===== src/rtl/pipe_scheduler.sv =====
// rtl/pipe_scheduler.sv - pipe scrolling, respawn, scoring and IDLE/RUN/DEAD game state
//
// Ports:
//   i_frame_clk   frame-rate clock, one rising edge per vsync
//   i_reset       asynchronous active-high reset
//   i_start       flap/start key level; only its rising edge acts
//   i_collide     bird hit a pipe or the ground this frame (level)
//   o_pipe_x      pipe i left-edge X at [10*i +: 10]
//   o_gap_y       pipe i gap-centre Y at [10*i +: 10]
//   o_score       scored passes, saturating at 16'hFFFF
//   o_speed       current scroll step in pixels/frame
//   o_game_state  00 IDLE, 01 RUN, 10 DEAD
module pipe_scheduler #(
    parameter int NUM_PIPES  = 3,
    parameter int X_START    = 640,
    parameter int SPACING    = 220,
    parameter int BIRD_X     = 160,
    parameter int GAP_MIN    = 120,
    parameter int BASE_SPEED = 1,
    parameter int MAX_SPEED  = 4,
    parameter int SPEED_STEP = 10
) (
    input  logic                      i_frame_clk,
    input  logic                      i_reset,
    input  logic                      i_start,
    input  logic                      i_collide,
    output logic [NUM_PIPES*10-1:0]   o_pipe_x,
    output logic [NUM_PIPES*10-1:0]   o_gap_y,
    output logic [15:0]               o_score,
    output logic [3:0]                o_speed,
    output logic [1:0]                o_game_state
);

    typedef enum logic [1:0] {
        ST_IDLE = 2'b00,
        ST_RUN  = 2'b01,
        ST_DEAD = 2'b10
    } state_t;

    localparam logic [9:0] LP_RING     = 10'(NUM_PIPES * SPACING);
    localparam logic [9:0] LP_BIRD     = 10'(BIRD_X);
    localparam logic [9:0] LP_GAP_MIN  = 10'(GAP_MIN);
    localparam logic [9:0] LP_GAP_IDLE = 10'(GAP_MIN + 64);
    localparam logic [3:0] LP_BASE     = 4'(BASE_SPEED);
    localparam logic [3:0] LP_MAX      = 4'(MAX_SPEED);
    localparam logic [7:0] LP_STEP     = 8'(SPEED_STEP);

    state_t     r_state;
    logic [9:0] r_pipe_x [NUM_PIPES];
    logic [9:0] r_gap_y  [NUM_PIPES];
    logic [15:0] r_score;
    logic [3:0] r_speed;
    logic [7:0] r_step;
    logic [7:0] r_lfsr;
    logic       r_start_q;

    logic                 w_start_rise;
    logic [7:0]           w_lfsr_next;
    logic [9:0]           w_spd;
    logic [9:0]           w_new_x [NUM_PIPES];
    logic [NUM_PIPES-1:0] w_wrap;
    logic [NUM_PIPES-1:0] w_pass;
    logic [2:0]           w_passes;
    logic [16:0]          w_score_sum;
    logic [7:0]           w_step_sum;

    assign w_start_rise = i_start & ~r_start_q;
    // Fibonacci form of x^8+x^6+x^5+x^4+1; a nonzero seed never reaches zero
    assign w_lfsr_next  = {r_lfsr[6:0], r_lfsr[7] ^ r_lfsr[5] ^ r_lfsr[4] ^ r_lfsr[3]};
    assign w_spd        = {6'd0, r_speed};

    always_comb begin
        w_new_x  = '{default: '0};
        w_wrap   = '0;
        w_pass   = '0;
        w_passes = '0;
        for (int i = 0; i < NUM_PIPES; i++) begin
            if (r_pipe_x[i] > w_spd) begin
                w_new_x[i] = r_pipe_x[i] - w_spd;
            end else begin
                // Respawn one full ring to the right so spacing stays exact
                w_new_x[i] = r_pipe_x[i] + LP_RING - w_spd;
                w_wrap[i]  = 1'b1;
            end
            w_pass[i] = (r_pipe_x[i] >= LP_BIRD) && (w_new_x[i] < LP_BIRD);
            w_passes  = w_passes + {2'b00, w_pass[i]};
        end
    end

    assign w_score_sum = {1'b0, r_score} + {14'd0, w_passes};
    assign w_step_sum  = r_step + {5'd0, w_passes};

    always_ff @(posedge i_frame_clk or posedge i_reset) begin
        if (i_reset) begin
            r_lfsr    <= 8'hA5;
            r_start_q <= 1'b0;
            r_state   <= ST_IDLE;
            r_score   <= '0;
            r_speed   <= LP_BASE;
            r_step    <= '0;
            for (int i = 0; i < NUM_PIPES; i++) begin
                r_pipe_x[i] <= 10'(X_START + i * SPACING);
                r_gap_y[i]  <= LP_GAP_IDLE;
            end
        end else begin
            r_lfsr    <= w_lfsr_next;
            r_start_q <= i_start;
            case (r_state)
                ST_IDLE: begin
                    if (w_start_rise) r_state <= ST_RUN;
                end
                ST_RUN: begin
                    if (i_collide) begin
                        r_state <= ST_DEAD;
                    end else begin
                        for (int i = 0; i < NUM_PIPES; i++) begin
                            r_pipe_x[i] <= w_new_x[i];
                            if (w_wrap[i]) r_gap_y[i] <= LP_GAP_MIN + {3'd0, r_lfsr[6:0]};
                        end
                        r_score <= w_score_sum[16] ? 16'hFFFF : w_score_sum[15:0];
                        if (w_step_sum >= LP_STEP) begin
                            r_step <= w_step_sum - LP_STEP;
                            if (r_speed < LP_MAX) r_speed <= r_speed + 4'd1;
                        end else begin
                            r_step <= w_step_sum;
                        end
                    end
                end
                default: begin
                    // DEAD holds everything; an unused encoding falls back to IDLE
                    if (w_start_rise || (r_state != ST_DEAD)) begin
                        r_state <= ST_IDLE;
                        r_score <= '0;
                        r_speed <= LP_BASE;
                        r_step  <= '0;
                        for (int i = 0; i < NUM_PIPES; i++) begin
                            r_pipe_x[i] <= 10'(X_START + i * SPACING);
                            r_gap_y[i]  <= LP_GAP_IDLE;
                        end
                    end
                end
            endcase
        end
    end

    genvar g;
    generate
        for (g = 0; g < NUM_PIPES; g++) begin : g_pack
            assign o_pipe_x[10*g +: 10] = r_pipe_x[g];
            assign o_gap_y[10*g +: 10]  = r_gap_y[g];
        end
    endgenerate

    assign o_score      = r_score;
    assign o_speed      = r_speed;
    assign o_game_state = r_state;

endmodule


===== config.mk =====
export PLATFORM = sky130hd
export DESIGN_NAME = pipe_scheduler
export DESIGN_NICKNAME = d
export VERILOG_FILES = /design/src/rtl/pipe_scheduler.sv
export SDC_FILE = /design/constraint.sdc
export NUM_CORES = 1
export LEC_CHECK = 0
export CAP_MARGIN = 20
export CELL_PAD_IN_SITES_DETAIL_PLACEMENT = 2
export CELL_PAD_IN_SITES_GLOBAL_PLACEMENT = 2
export CORE_ASPECT_RATIO = 1.4
export CORE_MARGIN = 5
export CORE_UTILIZATION = 35
export CTS_CLUSTER_DIAMETER = 200
export DETAILED_ROUTE_END_ITERATION = 10
export PLACE_DENSITY_LB_ADDON = 0.1
export SYNTH_ARGS = -nofsm -noshare
export SYNTH_HDL_FRONTEND = slang
export SYNTH_SLANG_ARGS = --single-unit

===== constraint.sdc =====
create_clock -name i_frame_clk -period 7.35 [get_ports i_frame_clk]
set_input_delay 1.1025 -clock i_frame_clk [delete_from_list [all_inputs] [get_ports i_frame_clk]]
set_output_delay 1.1025 -clock i_frame_clk [all_outputs]
set_load 0.02 [all_outputs]

==> impl_metrics.json <==
{
  "cp.required_ns": 7.60,
  "mostFrequentLayoutCells": "clkdlybuf4s50_1 (79), inv_1 (68), nand2_1 (66)",
  "hold_viol": 0,
  "drt_iter0_drc": 240,
  "slew_violations": 0,
  "critPathKind": "register to register",
  "routabilityCongestion": 0.862,
  "cts-root-buf": "clkbuf_16",
  "ant_nets": 0,
  "drv_cap": 0,
  "worst_slew_pin_slew_ns": 1.01,
  "final_common_cell": "clkdlybuf4s50_1",
  "io_buffers": 79,
  "fin_tns_setup_ns": 0,
  "regArea_mm2": 0.00236,
  "syn_avg_cell_area_um2": 8.89,
  "first_pass_iters": 4,
  "dieHeight_um": 178,
  "clock_latency_ns": 0.37,
  "maxSlewHeadroom_pct": 32.3,
  "drt-total-wl_um": 24300,
  "yosysUniqueCellTypes": 79,
  "post-route-min-period_ns": 6.55,
  "grt_max_degree": 75,
  "die_w_um": 130,
  "initial_core_util_pct": 35.6,
  "pin_count": 86,
  "wl_per_cell_um": 21.7,
  "worstSetupEndpointType": "register",
  "reg2reg_depth": 22,
  "yosysWarnings": 0,
  "antenna_found_initial": 0,
  "fmax_mhz": 153,
  "fin_hold_ws_ns": 0.422,
  "place_hpwl_um": 17900,
  "cts_tree": "built",
  "core_area_mm2": 0.0199,
  "vias": 6388,
  "die_area_mm2": 0.0233,
  "ys_ff_latch": 93,
  "layout-drive-gt1-share_pct": 8.87,
  "vdd_ir_drop_max_mv": 0.134,
  "area_growth_pct": 19.0,
  "grt_pass1_vias": 7434,
  "cp-start-kind": "register",
  "drc_errors": 0,
  "grt_pass1_wl_um": 39700,
  "rsz0062_at_grt": "false",
  "cts_setup_buffers": 0,
  "antennaDiodeCount": 0,
  "final_cell_area_mm2": 0.00844,
  "leakagePower_uw": 0.00359,
  "grt_usage_pct": 21.5,
  "ys.flop_type": "dfrtp_1",
  "holdPathStages": 0,
  "postCtsHoldBufs": 0,
  "async_reset_ff_share_pct": 100,
  "ys_seq_area_share_pct": 33.3,
  "holdCritPathClass": "register to register",
  "numCtsBuffers": 9,
  "overflow": 0,
  "synth_edf_count": 0,
  "multi_input_area_mm2": 0.00431,
  "synthesis.area_mm2": 0.00710,
  "nets": 942,
  "setup_viol": 0,
  "cp_max_fo": 12,
  "rows": 61,
  "p_per_area_mw_per_mm2": 337,
  "cts_resized": 0,
  "syn_inst": 798,
  "viasPerCell": 5.70,
  "r2r_slack_ns": 0.80,
  "htreeDepth": 3,
  "cts.sinks": 93,
  "outcome": "finished clean",
  "final_min_period_over_clock_period_pct": 89.1,
  "critPathArrivalTime_ns": 6.79,
  "cts_buffer_depth": 2,
  "cts.clk_slew.worst_paths_ns": 0.08,
  "post_dp_cell_area_mm2": 0.00810,
  "finClkSkew_ns": 0.0166,
  "fillers": 2183
}
## area by class of cell
cell class,count,area share (%)
Clock buffer,9,2.67
Clock inverter,7,1.10
Inverter,69,3.10
Multi-Input combinational cell,602,51.0
Sequential cell,93,28.0
Tap cell,252,3.73
Timing Repair Buffer,88,10.4
## worst paths after layout
| check | to | start |
|---|---|---|
| worst min-delay path | r_lfsr[7] | r_lfsr[6] |
| worst max-delay path | r_step[5] | o_speed[0] |
| max in group asynchronous | o_pipe_x[24] | i_reset |
| worst min register to register | r_lfsr[7] | r_lfsr[6] |
| min in group asynchronous | o_pipe_x[15] | i_reset |
| worst max register to register | r_step[5] | o_speed[0] |
## power by group
group	internal [uW]	leakage [uW]	total (uW)	switching (uW)
Sequential	609	0.00119	723	114
Clock	274	0.000149	523	249
Combinational	626	0.00226	1600	974
Total	1510	0.00359	2850	1340
## cells by family (layout without fill, tap and decap cells)
kind of cell | after synthesis | in the layout | synth area share [%]
AO/OA/AOI/OAI | 232 | 232 | 22.4
XOR/XNOR | 37 | 37 | 4.57
adder cells (fa/ha/maj) | 75 | 75 | 14.5
buffers and inverters | 108 | 173 | 6.38
flip-flops | 93 | 93 | 33.3
multiplexers | 15 | 15 | 2.17
other | 1 | 6 | 0.0528
AND/OR/NAND/NOR | 237 | 237 | 16.6
## synth_stat cells (all sizes together) (7+ instances only)
cell type  instances  area [um^2]
and2               8         50.1
nand3             24          120
a21oi             46          253
dfrtp             65         1630
a22oi              7         52.6
xor2              12          105
o22ai             13         81.3
clkbuf            18         70.1
nor2              45          171
a211oi             7         52.6
fa                12          240
o21ai             67          339
nor2b             10         62.6
nand2b            14         87.6
nor3              24          120
mux2i             12          120
nand2             66          248
a31oi             15         93.8
nand4             10         62.6
dfstp             28          736
and3               7         43.8
inv               69          259
buf               21          124
ha                63          788
a22o               8         70.1
xnor2             25          219
a32o               7         70.1
## layer usage
metal	part of all wire (%)	global-route usage, %	up-vias	routed length (um)
li1	-	-	2965	-
met1	41	24.5	3273	9980
met2	54	40.6	106	13100
met3	2.7	2.73	44	657
met4	2.4	7.16	0	588
met5	0	0	-	0
## stage by stage
| stage | utilization (%) | total power [uW] | setup WS [ns] | std cells |
|---|---|---|---|---|
| after floorplan | - | 1780 | 1.59 | 803 |
| after global placement | 40.7 | 2250 | 1.14 | 1103 |
| after detailed placement | 40.7 | 2330 | 0.776 | 1103 |
| after CTS | 42.3 | 2880 | 0.730 | 1119 |
| after global routing | 42.4 | 3070 | 0.204 | 1120 |
| final | 42.4 | 2850 | 0.803 | 1120 |
## registers in the layout (all words and copies together), names as in the netlist
register      flops
o_pipe_x         30
r_step            8
o_score          16
o_game_state      2
r_lfsr            8
o_speed           4
o_gap_y          24
r_start_q         1
## worst max-delay path: stages (launching register included)
cell       delay [ns]
dfstp_2          0.63
ha_1             0.19
inv_1            0.08
fa_1             0.40
a21o_1           0.18
a21oi_1          0.45
a221o_1          0.51
o311ai_0         0.31
a32oi_1          0.25
o211ai_1         0.23
fa_1             0.52
inv_1            0.10
ha_1             0.24
inv_1            0.08
fa_1             0.55
xor2_1           0.20
ha_1             0.23
nand2b_1         0.17
a21oi_1          0.11
a211oi_1         0.43
nor2_1           0.10
a2111oi_0        0.40
a21oi_1          0.07
Note: power is estimated with default switching activity, not from simulation.
